File: src/rtl/fetch_pkg.sv
// Shared definitions for the instruction-fetch sequencer: FSM states,
// default program-counter geometry and the sequential increment.
package fetch_pkg;

    localparam int PC_W     = 6;
    localparam int RESET_PC = 0;
    localparam int PC_INC   = 4;

    typedef enum logic [1:0] {
        BOOT = 2'd0,
        RUN  = 2'd1,
        HALT = 2'd2
    } fetch_state_e;

endpackage

File: src/rtl/pc_next_mux.sv
// Next-PC selection for the RUN state. Purely combinational; the caller
// decides whether the result is actually loaded (it is ignored in BOOT/HALT).
module pc_next_mux #(
    parameter int PC_W = fetch_pkg::PC_W
) (
    input  logic [PC_W-1:0] pc_i,
    input  logic            halt_req_i,
    input  logic            stall_i,
    input  logic            branch_taken_i,
    input  logic [PC_W-1:0] branch_target_i,
    input  logic            jump_i,
    input  logic [PC_W-1:0] jump_target_i,
    output logic [PC_W-1:0] pc_next_o,
    output logic            redirect_o,
    output logic            misalign_o
);
    import fetch_pkg::*;

    logic [PC_W-1:0] raw_target;

    // Priority: halt > stall > branch > jump > sequential. Branch wins over a
    // simultaneous jump; redirect targets are word-aligned and any dropped
    // low bits are reported as a misalignment.
    always_comb begin
        pc_next_o  = pc_i;
        redirect_o = 1'b0;
        misalign_o = 1'b0;
        raw_target = branch_target_i;
        if (halt_req_i || stall_i) begin
            pc_next_o = pc_i;
        end else if (branch_taken_i) begin
            raw_target = branch_target_i;
            redirect_o = 1'b1;
        end else if (jump_i) begin
            raw_target = jump_target_i;
            redirect_o = 1'b1;
        end else begin
            pc_next_o = pc_i + PC_W'(PC_INC);
        end
        if (redirect_o) begin
            pc_next_o  = {raw_target[PC_W-1:2], 2'b00};
            misalign_o = |raw_target[1:0];
        end
    end

endmodule

File: src/rtl/fetch_sequencer.sv
// Fetch-stage sequencer: owns the PC, the BOOT/RUN/HALT control FSM, the
// IF/ID write/flush controls and a saturating count of delivered fetches.
module fetch_sequencer #(
    parameter int PC_W     = fetch_pkg::PC_W,
    parameter int RESET_PC = fetch_pkg::RESET_PC
) (
    input  logic            clk,
    input  logic            reset,
    input  logic            stall,
    input  logic            branch_taken,
    input  logic [PC_W-1:0] branch_target,
    input  logic            jump,
    input  logic [PC_W-1:0] jump_target,
    input  logic            halt_req,
    output logic [PC_W-1:0] PC,
    output logic            IF_Flush,
    output logic            IF_ID_Write,
    output logic            misalign,
    output logic            halted,
    output logic [7:0]      fetch_count
);
    import fetch_pkg::*;

    localparam logic [PC_W-1:0] RESET_PC_V = PC_W'(RESET_PC);

    fetch_state_e    state_q;
    logic [PC_W-1:0] pc_q;
    logic [PC_W-1:0] pc_d;
    logic [7:0]      count_q;
    logic            misalign_q;
    logic            halted_q;
    logic            redirect;
    logic            misalign_d;

    pc_next_mux #(
        .PC_W (PC_W)
    ) u_pc_next_mux (
        .pc_i            (pc_q),
        .halt_req_i      (halt_req),
        .stall_i         (stall),
        .branch_taken_i  (branch_taken),
        .branch_target_i (branch_target),
        .jump_i          (jump),
        .jump_target_i   (jump_target),
        .pc_next_o       (pc_d),
        .redirect_o      (redirect),
        .misalign_o      (misalign_d)
    );

    // IF/ID controls: flush is combinational so a redirect squashes the
    // wrong-path fetch in the same cycle; a stall freezes IF/ID outright.
    always_comb begin
        IF_Flush    = 1'b1;
        IF_ID_Write = 1'b1;
        if (!reset && state_q == RUN) begin
            if (halt_req) begin
                IF_Flush    = 1'b1;
                IF_ID_Write = 1'b1;
            end else if (stall) begin
                IF_Flush    = 1'b0;
                IF_ID_Write = 1'b0;
            end else if (branch_taken || jump) begin
                IF_Flush    = 1'b1;
                IF_ID_Write = 1'b1;
            end else begin
                IF_Flush    = 1'b0;
                IF_ID_Write = 1'b1;
            end
        end
    end

    // Control FSM with PC register, registered status flags and fetch counter.
    always_ff @(posedge clk) begin
        if (reset) begin
            state_q    <= BOOT;
            pc_q       <= RESET_PC_V;
            count_q    <= 8'd0;
            misalign_q <= 1'b0;
            halted_q   <= 1'b0;
        end else begin
            if (IF_ID_Write && !IF_Flush && count_q != 8'hFF) begin
                count_q <= count_q + 8'd1;
            end
            case (state_q)
                BOOT: begin
                    // One cycle to cover synchronous instruction-memory latency.
                    state_q    <= RUN;
                    misalign_q <= 1'b0;
                    halted_q   <= 1'b0;
                end
                RUN: begin
                    if (halt_req) begin
                        state_q    <= HALT;
                        misalign_q <= 1'b0;
                        halted_q   <= 1'b1;
                    end else begin
                        pc_q       <= pc_d;
                        misalign_q <= redirect && misalign_d;
                        halted_q   <= 1'b0;
                    end
                end
                HALT: begin
                    misalign_q <= 1'b0;
                    halted_q   <= 1'b1;
                end
                default: begin
                    state_q    <= BOOT;
                    pc_q       <= RESET_PC_V;
                    misalign_q <= 1'b0;
                    halted_q   <= 1'b0;
                end
            endcase
        end
    end

    assign PC          = pc_q;
    assign misalign    = misalign_q;
    assign halted      = halted_q;
    assign fetch_count = count_q;

endmodule

File: config.mk
export PLATFORM = sky130hd
export DESIGN_NAME = fetch_sequencer
export DESIGN_NICKNAME = d
export VERILOG_FILES = /design/src/rtl/fetch_pkg.sv /design/src/rtl/pc_next_mux.sv /design/src/rtl/fetch_sequencer.sv
export SDC_FILE = /design/constraint.sdc
export NUM_CORES = 1
export LEC_CHECK = 0
export ABC_AREA = 1
export CORE_AREA = 4 4 64 66
export DETAILED_ROUTE_END_ITERATION = 8
export DIE_AREA = 0 0 68 70
export PLACE_DENSITY_LB_ADDON = 0.3
export SLEW_MARGIN = 10
export SYNTH_ARGS = -nofsm -noshare
export SYNTH_HDL_FRONTEND = slang
export SYNTH_SLANG_ARGS = --single-unit
File: constraint.sdc
create_clock -name clk -period 1.82 [get_ports clk]
set_input_delay 0.182 -clock clk [delete_from_list [all_inputs] [get_ports clk]]
set_output_delay 0.182 -clock clk [all_outputs]
set_load 0.02 [all_outputs]
# Yosys cells after proc, flatten, opt, wreduce, memory -nomap -nowiden
# Index checks and enable logic that the tools add are counted.
[word_totals] mem_bits_ro=0 ff_bits=18 ramBits=0 latch_bits=0 mem_count=0 output_inout_bits=18 word_cells=56 inputBits=18
[classes] div_mod_pow=0 n_mul=0 eq_ne=8 n_addsub=2 shifts=0 reduce_logical=14 magnitude_cmp=0 mux=24 bitwise_logic=3
[op_table] op="two-way mux 6 bit" n=8
[op_table] op="two-way mux 1 bit" n=12
[op_table] op="one-hot mux 6 bit (2 select lines)" n=1
[op_table] op="inequality test 3 bit, second input constant" n=3
[op_table] op="adder 8 x 1 -> 8 bit, second input constant" n=1
[op_table] op="inequality test 8 bit, second input constant" n=1
[op_table] op="adder 6 x 3 -> 6 bit, second input constant" n=1
[op_table] op="one-hot mux 2 bit (3 select lines)" n=1
[op_table] op="AND reduction 5 bit" n=1
[op_table] op="logical AND 1 bit" n=4
[op_table] op="inequality test 2 bit, second input constant" n=2
[op_table] op="OR reduction 2 bit" n=2
[op_table] op="NOT 1 bit" n=3
[op_table] op="OR reduction 3 bit" n=1
[op_table] op="equality test 2 x 1 -> 1 bit, second input constant" n=1
[op_table] op="equality test 2 bit, second input constant" n=1
[op_table] op="zero test 1 bit" n=2
[op_table] op="zero test 2 bit" n=1
[op_table] op="logical OR 1 bit" n=2
[op_table] op="two-way mux 2 bit" n=1
[op_table] op="one-hot mux 1 bit (2 select lines)" n=1
[op_table] op="AND reduction 2 bit" n=1

# Logic depth before layout (Yosys ltp)
[logic_depth] depth_word=8 ltp_mapped=9 mapped_depth_nobuf=9

# Hierarchy
# Synthesis repeated with hierarchy kept, for this count alone.
[unflattened] cells_unflattened=184 hier_area_um2=1237.4
[modules_own_cells] module="fetch_sequencer" area_each_um2=937.1 cells_each=131 n_inst=1 seq_area_each_um2=360.3
[modules_own_cells] module="pc_next_mux" area_each_um2=300.3 cells_each=53 n_inst=1 seq_area_each_um2=0.0

# Worst setup path before layout
# No wires, ideal clock.
[synth_path] path_type="reg-to-reg" start="register count_q[0], in the netlist fetch_count[0]" end="register count_q[0], in the netlist fetch_count[0]" period_less_slack_ns=1.434 arrival_ns=1.321 setup_ns=0.113 stages_incl_launch_ff=10 path_slack_ns=0.386 required_time_ns=1.707 cell_sequence="dfxtp_1 ha_1 inv_1 nor2_2 nand3_1 clkinv_1 nor2_8 nand2_1 nand2_1 nor2_1"
[synth_via] elab_chain_len=2 elab_cells_between_ends=3
[synth_lines] item="start: declaration" line="fetch_sequencer.sv:29" source="logic [7:0] count_q;"
[synth_lines] item="start signal: assignment" line="fetch_sequencer.sv:82" source="count_q <= count_q + 8'd1;"
[synth_lines] item="parallel branches: the longest is 2 deep, another holds adder 8 x 1 -> 8 bit"
# Several ways; the timed one is not identified.
# A chain may end at the register's enable or synchronous reset.

# Worst setup path in the final report
[layout_path] start="register state_q[1]" end="output IF_Flush"
[layout_via] elab_chain_len=3
[layout_lines] item="start: declaration" line="fetch_sequencer.sv:26" source="fetch_state_e state_q;"
[layout_lines] item="start signal: assignment" line="fetch_sequencer.sv:75" source="state_q <= BOOT;"
[layout_lines] item="start signal: assignment" line="fetch_sequencer.sv:87" source="state_q <= RUN;"
[layout_lines] item="start signal: assignment" line="fetch_sequencer.sv:93" source="state_q <= HALT;"
[layout_lines] item="equality test 2 x 1 -> 1 bit" line="fetch_sequencer.sv:55" source="if (!reset && state_q == RUN) begin"
[layout_lines] item="logical AND 1 bit" line="fetch_sequencer.sv:55"
[layout_lines] item="two-way mux 1 bit" line="fetch_sequencer.sv:55"
[layout_lines] item="end: declaration" line="fetch_sequencer.sv:16" source="output logic IF_Flush,"
# Every way passes these cells.

==> out/results.ini <==
[outcome]
status = completed

[die]
io-pin-count = 36
dieArea_mm2 = 0.00476
coreArea_mm2 = 0.00358
die_h_um = 70
row_count = 22
fp.dieW_um = 68
start_util = 0.300

[clock_network]
cts_htree_levels = 1
clockBufferDepth = 2
cts_root_buf = clkbuf_4
cts_tree = done
cts_post_setup_buffers_inserted = 0
clock_latency_ns = 0.29
cts_buffers = 3
cts.sinks = 16
cts_hold_buf = 0
cts.clk_slew.worst_paths_ns = 0.11

[critical_path]
slowest_stage = dfxtp_1
worstPathCellList = inv_1 -> ha_1 -> nand3_2 -> nor2_4 -> inv_1 -> dlygate4sd2_1
path_max_fanout = 3
slowest_delay_ns = 0.34
required_ns = 1.64
end_kind = output port
ff2ff_path_depth = 8
cp-start-kind = register
worstSetupPathType = register to output port
cpMostUsedCell = inv_1
cp.arrival_ns = 1.51

[yosys]
yosysUniqueCellTypes = 26
syn_area_mm2 = 0.00107
ys_async_sr_fraction = 0
synthFlopType = dfxtp_1
synth_warnings = 0
synth_seq_cells = 16
synth_edf_count = 0
synth_common_cells = nand2_1 (47), inv_1 (21), dfxtp_1 (16)
yosys-top-cells-area = dfxtp_1 (30%), nand2_1 (16%), inv_1 (7.4%)
synth.most_common_cell = nand2_1
synth.avg_cell_area_um2 = 6.54
synth_top_area_share = 0.299
syn_inst = 164
synth-seq-area-share = 0.299
yosysTopAreaCell = dfxtp_1

[cells_and_area]
fin_area_mm2 = 0.00155
fill_cells = 381
nNetsFinal = 233
syn2layout_area_growth_pct = 44.5
diodes = 0
drive_gt1_frac = 0.120
final_core_util = 0.433
finalNonFillerCells = 256

[routing]
top_layer = met4
finalWirelength_um = 2440
drt_first_pass_iters = 6
vias = 1109
drt_first_iter_violations = 35
drc = 0
ant_nets = 0
wl_met3_um = 103
routedWlPerCell_um = 9.51
met1Wirelength_um = 1170
met2WireLength_um = 1130
via_per_inst = 4.33

[placement]
placed_area_mm2 = 0.00152
placedCellCount = 252
hpwl_um = 1940
port_buffers = 33
dp_slack_ns = 0.0126
place.gp.congestion = 0.758

[sta]
tns_ns = 0
setup_ws_ns = 0.130
fmaxAchievable_mhz = 592
setup_viol = 0
period_share = 0.929
period_needed_ns = 1.69
hold_violations = 0
rsz0062_at_grt = false
fin_worst_skew_ns = 0.00536
holdWs_ns = 0.473
slew_viol_final = 0

[hold_path]
hold_path_depth = 3
hold_path.class = input pin to register

[power]
power_density_mw_per_mm2 = 651
finalPower_mw = 1.01
ir_worst_vdd_v = 0.000340
leakagePower_nw = 0.686

[global_routing]
grt_util_all_layers = 0.111
grt_pass1_vias = 1083
grt_pass1_wl_um = 4350
antenna_found_initial = 0
gr-total-overflow = 0
grt_max_degree = 12

[job]
drv_cap = 0

-- final cells by class --
class                   instances  area (µm²)  share of cell area
multi-input cells             120         639               0.413
repair buffers                 42         395               0.255
flip-flops and latches         16         320               0.207
inverters                      26        97.6              0.0630
well taps                      48        60.1              0.0388
clock buffers                   4        36.3              0.0234
-- placed cells by master (no fill, tap or decap), types with 4 or more instances in the layout --
cell,count
ha_1,6
inv_1,21
inv_2,4
nand2_1,47
dfxtp_1,16
buf_4,9
clkdlybuf4s50_1,31
a21oi_1,15
nand3_1,12
nand4_1,4
nor2_1,13
-- flip-flops by register name, summed over array words and instances (netlist names) --
signal       flops
fetch_count      8
misalign         1
PC               4
halted           1
state_q          2
-- layer usage --
layer  vias up  global-route usage
met5         -                   0
met2        23               0.184
met1       481               0.148
li1        601                   -
met3         4              0.0129
met4         0              0.0309
-- power by group --
group	internal [mW]	switching, mW
Clock	0.122	0.124
Sequential	0.380	0.0199
Combinational	0.161	0.202
-- cells by family after synthesis --
family | count (synthesis) | share of synthesized area
AOI/OAI and AO/OA | 20 | 0.0957
DFF | 16 | 0.299
xor gates and xnor gates | 5 | 0.0408
other | 1 | 0.00350
buffers and inverters | 29 | 0.109
and+or+nand+nor | 87 | 0.383
adders and majority gates | 6 | 0.0700
-- critical path, delay by kind of cell, from the launching register on --
| family | cells | cell delay [ns] |
|---|---|---|
| adder cells (fa/ha/maj) | 1 | 0.19 |
| buffers and inverters | 3 | 0.45 |
| flip-flops | 1 | 0.34 |
| AND/OR/NAND/NOR | 2 | 0.24 |
-- path summary, 6_finish.rpt --
check	start	end	slack [ns]
setup / recovery	state_q[1]	IF_Flush	0.13
hold / removal	branch_target[1]	misalign	0.47
setup reg to reg	fetch_count[0]	fetch_count[3]	0.35
hold reg to reg	PC[5]	PC[5]	0.51
-- repair_timing --
item                                    CTS  global route
resized for setup                         2             0
hold endpoints to repair                  0             0
endpoints found under the setup margin    2             0
Note: power is estimated with default switching activity, not from simulation.
